==> src/rtl/fwd_hazard_unit.sv <==
// rtl/fwd_hazard_unit.sv - forwarding select and load-use hazard unit with EX shadow pipeline
module fwd_hazard_unit #(
  parameter int REG_AW     = 5,
  parameter int NUM_SRC    = 2,
  parameter int FWD_DEPTH  = 2,
  parameter int LOAD_STAGE = 2,
  localparam int SEL_W     = $clog2(FWD_DEPTH + 1)
) (
  input  logic                      clk,
  input  logic                      rst_n,
  input  logic                      id_valid,
  input  logic [NUM_SRC*REG_AW-1:0] id_rs,
  input  logic [REG_AW-1:0]         id_rd,
  input  logic                      id_regwrite,
  input  logic                      id_memtoreg,
  input  logic                      ext_stall,
  input  logic                      flush,
  input  logic                      cnt_clr,
  output logic                      hz_stall,
  output logic                      ex_valid,
  output logic [NUM_SRC*SEL_W-1:0]  ex_fwd_sel,
  output logic [15:0]               stall_count
);

  // Shadow positions: index 0 is EX, index k is the k-th stage after EX.
  logic [FWD_DEPTH:0]        sh_valid;
  logic [FWD_DEPTH:0]        sh_regwrite;
  logic [REG_AW-1:0]         sh_rd [FWD_DEPTH+1];
  // The load flag of the oldest position is never consulted, so it is not kept.
  logic [FWD_DEPTH-1:0]      sh_memtoreg;
  logic [NUM_SRC*REG_AW-1:0] ex_rs;
  logic [NUM_SRC-1:0]        src_stall;

  // A position produces register s when it is a live writer of s; x0 never matches.
  function automatic logic producer_match(
    input logic              v,
    input logic              rw,
    input logic [REG_AW-1:0] rd,
    input logic [REG_AW-1:0] s
  );
    return v && rw && (rd == s) && (s != '0);
  endfunction

  assign ex_valid = sh_valid[0];

  // Per EX source: scan oldest to nearest so the nearest producer is the last one written.
  always_comb begin
    ex_fwd_sel = '0;
    for (int i = 0; i < NUM_SRC; i++) begin
      for (int k = FWD_DEPTH; k >= 1; k--) begin
        if (sh_valid[0] &&
            producer_match(sh_valid[k], sh_regwrite[k], sh_rd[k], ex_rs[i*REG_AW +: REG_AW])) begin
          ex_fwd_sel[i*SEL_W +: SEL_W] = SEL_W'(k);
        end
      end
    end
  end

  // Per ID source: the nearest producer decides; it stalls only if it is a load not yet forwardable.
  always_comb begin
    src_stall = '0;
    for (int i = 0; i < NUM_SRC; i++) begin
      for (int p = FWD_DEPTH - 1; p >= 0; p--) begin
        if (producer_match(sh_valid[p], sh_regwrite[p], sh_rd[p], id_rs[i*REG_AW +: REG_AW])) begin
          src_stall[i] = sh_memtoreg[p] && ((p + 1) < LOAD_STAGE);
        end
      end
    end
    hz_stall = id_valid && (|src_stall);
  end

  // Shadow advance: freeze holds everything (flush may still kill EX), otherwise shift and load EX.
  always_ff @(posedge clk or negedge rst_n) begin
    if (!rst_n) begin
      sh_valid    <= '0;
      sh_regwrite <= '0;
      sh_memtoreg <= '0;
      ex_rs       <= '0;
      for (int k = 0; k <= FWD_DEPTH; k++) begin
        sh_rd[k] <= '0;
      end
    end else if (ext_stall) begin
      if (flush) begin
        sh_valid[0]    <= 1'b0;
        sh_regwrite[0] <= 1'b0;
        sh_memtoreg[0] <= 1'b0;
      end
    end else begin
      for (int k = 1; k <= FWD_DEPTH; k++) begin
        sh_valid[k]    <= sh_valid[k-1];
        sh_regwrite[k] <= sh_regwrite[k-1];
        sh_rd[k]       <= sh_rd[k-1];
      end
      for (int k = 1; k < FWD_DEPTH; k++) begin
        sh_memtoreg[k] <= sh_memtoreg[k-1];
      end
      if (flush || hz_stall) begin
        sh_valid[0]    <= 1'b0;
        sh_regwrite[0] <= 1'b0;
        sh_memtoreg[0] <= 1'b0;
        sh_rd[0]       <= '0;
        ex_rs          <= '0;
      end else begin
        sh_valid[0]    <= id_valid;
        sh_regwrite[0] <= id_regwrite;
        sh_memtoreg[0] <= id_memtoreg;
        sh_rd[0]       <= id_rd;
        ex_rs          <= id_rs;
      end
    end
  end

  // Saturating count of stall cycles that actually take effect (not masked by a freeze).
  always_ff @(posedge clk or negedge rst_n) begin
    if (!rst_n) begin
      stall_count <= '0;
    end else if (cnt_clr) begin
      stall_count <= '0;
    end else if (hz_stall && !ext_stall && (stall_count != 16'hFFFF)) begin
      stall_count <= stall_count + 16'd1;
    end
  end

endmodule

==> config.mk <==
export PLATFORM = sky130hd
export DESIGN_NAME = fwd_hazard_unit
export DESIGN_NICKNAME = d
export VERILOG_FILES = /design/src/rtl/fwd_hazard_unit.sv
export SDC_FILE = /design/constraint.sdc
export NUM_CORES = 1
export LEC_CHECK = 0
export ABC_AREA = 1
export BUFFER_PORTS_ARGS = -buffer_cell sky130_fd_sc_hd__buf_2
export CAP_MARGIN = 0
export CORE_MARGIN = 5
export CORE_UTILIZATION = 30
export DETAILED_ROUTE_END_ITERATION = 6
export HOLD_SLACK_MARGIN = 0.12
export SETUP_SLACK_MARGIN = 0.02
export SLEW_MARGIN = 0
export SYNTH_ARGS = -nofsm -noshare
export SYNTH_HDL_FRONTEND = slang
export SYNTH_SLANG_ARGS = --single-unit
==> constraint.sdc <==
create_clock -name clk -period 1.9 [get_ports clk]
set_input_delay 0.19 -clock clk [delete_from_list [all_inputs] [get_ports clk]]
set_output_delay 0.19 -clock clk [all_outputs]
set_load 0.01 [all_outputs]
---- Word-level counts from Yosys, hierarchy flattened ----
Cells that the tools add are included.
cells by class
  add/sub/neg operators ................... 1
  $mul .................................... 0
  divide/modulo/power cells ............... 0
  order comparisons ....................... 0
  equality and inequality tests ........... 8
  shift-type cells ........................ 0
  multiplexer cells ....................... 17
  bitwise operators ....................... 0
  reductions and logical operators ........ 30
operators with widths
  kind                                           count
  2-to-1 mux 16 bit                              2
  equality test 5 bit                            6
  logical AND 1 bit                              22
  nonzero test 5 bit                             4
  adder 16 x 1 -> 16 bit, second input constant  1
  != test 16 bit, second input constant          1
  2-to-1 mux 10 bit                              1
  2-to-1 mux 1 bit                               9
  2-to-1 mux 2 bit                               4
  2-to-1 mux 5 bit                               1
  != test 2 x 1 -> 1 bit, second input constant  1
  nonzero test 2 bit                             1
  OR reduction 2 bit                             1
  zero test 1 bit                                1
  logical OR 1 bit                               1
storage, ports and cells
  flip-flop bits (word level) ............. 48
  latch bits .............................. 0
  memory bits (writable) .................. 0
  memory bits (read-only) ................. 0
  input bits .............................. 23
  memories kept ........................... 0

---- Longest topological paths before layout ----
  depth after elaboration ................. 10
  mapped depth ............................ 12
  mapped depth without buffers ............ 11

---- Least setup slack after synthesis ----
Ideal clock, no wire load.
  path type ............................... register to register
  start ................................... register stall_count[0]
  end ..................................... register stall_count[5]
  library setup time ...................... 0.116 ns
  arrival ................................. 1.521 ns
  path slack .............................. 0.263 ns
  stages on the path, launching flop included .. 11
  path buffers ............................ 1
  period minus slack after synthesis ...... 1.637 ns
  path through ............................ dfrtp_1 > ha_1 > nand2_1 > inv_1 > nand4_2 > nor2_2 > nor2_2 > nand3_4 > buf_4 > nand3_1 > nand2_2
on the way
  longest elaborated chain between the ends .. 3
  elaborated cells between the ends (all ways) .. 6
RTL lines
  what                                                             RTL line  RTL
  start: declaration                                               22        output logic [15:0] stall_count
  start signal: assignment                                         120       stall_count <= stall_count + 16'd1;
  adder 16 x 1 -> 16 bit / != test 16 bit (equally long branches)  120, 119
  2-to-1 mux 16 bit / logical AND 1 bit (equally long branches)    119       end else if (hz_stall && !ext_stall && (stall_count != 16'hFFFF)) begin
  2-to-1 mux 16 bit / nonzero test 2 bit (equally long branches)   -
Several ways; a longest one is shown, not always the timed one. The select of a mux whose other input is x is not followed.
A chain may end at the register's enable or synchronous reset.

---- Final worst setup path ----
  start ................................... register ex_rs[8]
  end ..................................... output port ex_fwd_sel[3]
on the way
  longest elaborated chain between the ends .. 6
  elaborated cells between the ends (all ways) .. 11
RTL lines
  what                            RTL line  RTL
  start: declaration              31        logic [NUM_SRC*REG_AW-1:0] ex_rs;
  start signal: assignment        108       ex_rs <= id_rs;
  equality test 5 bit             41        return v && rw && (rd == s) && (s != '0);
  logical AND 1 bit (2 in a row)  41
  logical AND 1 bit               51        if (sh_valid[0] &&
  2-to-1 mux 2 bit                51
  2-to-1 mux 2 bit *              51
  end: declaration                21        output logic [NUM_SRC*SEL_W-1:0] ex_fwd_sel,
Mark *: on every way between the ends. The rest lies on a longest branch, timed or not.

==> results.md <==
- Slowest stage cell, crit path: dfrtp_1
- Hold Crit Class: in -> reg
- Clk_lat worst skew: 0.31 ns
- Placed cell area: 0.00333 mm2
- Largest net degree at the start of global routing: 35
- Status: completed
- Reg-to-Reg Start: stall_count[1]
- Clock power frac: 30.6%
- Max Freq: 543 MHz
- Clk root buf: clkbuf_8
- Max-Cap Viols: 0
- Die H: 108 um
- Clk slew on worst S/H paths: 0.10 ns
- Hold Crit Depth: 3
- RePlAce Congestion: 0.933
- Worst Tran Pin Value: 0.735 ns
- First-pass GRT wire length: 12.8 mm
- Avg Inst Size Synth: 7.34 um2
- Io pins: 45
- Final setup violation count: 0
- Router iterations before antenna repair: 4
- Final hold vios: 0
- Vias/cell: 4.64
- Switching Share: 30.0%
- N_diodes: 0
- Gr usage total: 13.6%
- Layout Skew: 0.0115 ns
- Reg2Reg Depth: 10
- Max IR drop VDD: 280 uV
- Buffer and inverter count on the worst path: 3
- Area growth syn-to-layout: 23.1%
- Synth Cell Area: 0.00288 mm2
- Detailed placement HPWL: 5.49 mm
- Total die area: 0.0117 mm2
- Row count: 35
- Initial Util: 30.9%
- Sequential Power Share: 53.3%
- Post-Synthesis Cells: 393
- Pleak: 1.81 nW
- Period utilization: 96.9%
- CP delay by family, top: flip-flops
- Slew Limit Fails: 0
- Port Buffers: 44
- Slew HR: 50.9%
- Setup_tns: 0 ns
- # clock sinks: 48
- Most frequent cells in the layout: nand2_1, dfrtp_1, buf_2
- Arr. time, crit path: 1.65 ns
- Vias in the first global route: 2631
- Fin area: 0.00355 mm2
- FF-to-FF setup slack: 0.18 ns
- # DRC: 0
- DIE WIDTH: 108 um
- CTS max path bufs: 2
- Final wirelength: 7.55 mm
- FF-to-FF End: stall_count[8]
- Post-route ant nets: 0
- Largest stage delay on the critical path: 0.44 ns
- Num CTS Buffers: 5
- YS warnings: 0
- Wire length per cell: 12.9 um
- Nets: 480
- CP Capture Type: output pin
- Fraction of layout cells with a size suffix above 1: 25.6%
- Layout Utilization: 38.1%
- Sw power: 0.653 mW
- Fillers: 953
- TritonCTS clock tree: yes
- Leading cell type in the layout, fill and taps excluded: nand2_1
- CP max FO: 3
- Crit path cell chain: inv_2 -> nand2_1 -> a21oi_2 -> nand4_1 -> nor4_2 -> buf_4 -> nor2_1 -> buf_2
- Initial antenna violation count: 0
- Final Critical Period: 1.84 ns
- Critical path class: reg -> out
- Unrepaired setup endpoints after global routing: true
- Startpoint type of the worst setup path: flop
- Total power density per cell area: 614 mW/mm2
- H-Tree Depth: 2
- Register area share after synthesis: 41.6%
- GRT overflow: 0
- Vias: 2720
- Total core area: 0.00933 mm2
- Hold path startpoint: id_rd[4]
- Overall Power: 2.18 mW
- Synth Register Bits: 48
- Internal power: 1.53 mW
- Combinational power share: 16.1%
- Synth Net Count: 417
- End of the worst hold path: sh_rd[14]
- Initial DRC count: 170
- Worst EP required: 1.71 ns
- Post-synth cell types: 31
==> power groups by stage <==
| stage | combinational [mW] | sequential [mW] | clock (mW) |
|---|---|---|---|
| finish | 0.351 | 1.16 | 0.667 |
| CTS | 0.333 | 1.16 | 0.691 |
| global route | 0.403 | 1.17 | 0.738 |
| global placement | 0.317 | 1.18 | 0 |
| detailed placement | 0.324 | 1.18 | 0 |
| floorplan | 0.209 | 1.17 | 0 |
==> sequential cells by signal, summed over array words and instances, names as in the netlist <==
register / count
stall_count: 16
sh_rd: 15
ex_rs: 10
sh_regwrite: 3
sh_valid: 3
sh_memtoreg: 1
==> per-layer routing <==
metal | global-route usage (%) | wire (um) | vias up | part of all wire (%)
met4 | 6.22 | 218 | 0 | 2.9
li1 | - | - | 1392 | -
met3 | 2.15 | 254 | 15 | 3.4
met2 | 22.0 | 3610 | 50 | 48
met1 | 18.0 | 3470 | 1263 | 46
met5 | 0 | 0 | - | 0
==> cells by family (layout without fill, tap and decap cells) <==
logic type,count (synthesis),after routing,synth area share [%]
AOI/OAI and AO/OA,27,27,5.38
xor gates and xnor gates,20,20,6.07
adders and majority gates,1,1,0.434
buffers and inverters,51,115,7.42
DFF,48,48,41.6
and+or+nand+nor,246,246,39.0
==> area by class of cell <==
cell class | count | area, um2 | area share, %
timing repair buffer | 71 | 440 | 12.4
inverter | 36 | 135 | 3.81
tap | 129 | 161 | 4.55
multi-input combinational | 294 | 1510 | 42.5
clock inverter | 2 | 15.0 | 0.423
clock buffer | 6 | 82.6 | 2.33
sequential | 48 | 1210 | 34.0
==> timing repair <==
action                     CTS  global route
pin swaps                    0             5
hold endpoints to repair    28             0
hold buffers                 2             0
gates resized for setup      2            14
setup endpoints to repair    2            20
buffers inserted             1             7
==> worst max-delay path by stage <==
stage | from | end | depth (start not counted)
global route | ex_rs[1] | ex_fwd_sel[1] | 6
global placement | sh_valid[0] | ex_fwd_sel[3] | 7
finish | ex_rs[8] | ex_fwd_sel[3] | 8
detailed placement | stall_count[1] | stall_count[4] | 10
floorplan | stall_count[0] | stall_count[5] | 10
CTS | sh_valid[0] | ex_fwd_sel[3] | 7
==> worst reg2reg max path, delay by kind of cell, from the launching register on <==
kind,cells,cell delay [ns]
and+or+nand+nor,7,0.69
DFF,1,0.42
adders and majority gates,1,0.21
buffers and inverters,2,0.30
==> stage by stage <==
step | std cells | hold WS [ns] | setup slack (ns)
floorplan | 393 | -0.106 | 0.263
global placement | 568 | 0.251 | 0.187
detailed placement | 568 | 0.267 | 0.160
CTS | 579 | 0.121 | 0.0243
global route | 586 | 0.120 | -0.0207
finish | 586 | 0.129 | 0.0581
==> cells in the mapped netlist (all sizes together) <==
cell type	n	area share (%)
ha	1	0.43
a21oi	5	0.87
o22ai	1	0.22
clkbuf	10	1.3
nor4	2	0.43
buf	5	1.4
xnor2	9	2.7
clkinv	1	0.13
o21ai	15	2.6
dfrtp	48	42
a22o	1	0.30
o2111ai	2	0.61
nor3	11	2.1
a211oi	2	0.52
o21bai	1	0.26
nand3	34	6.3
xor2	11	3.3
nor2	41	5.9
inv	35	4.6
nand4	21	4.8
nand2	137	19
Power figures use the tool's default switching activity.
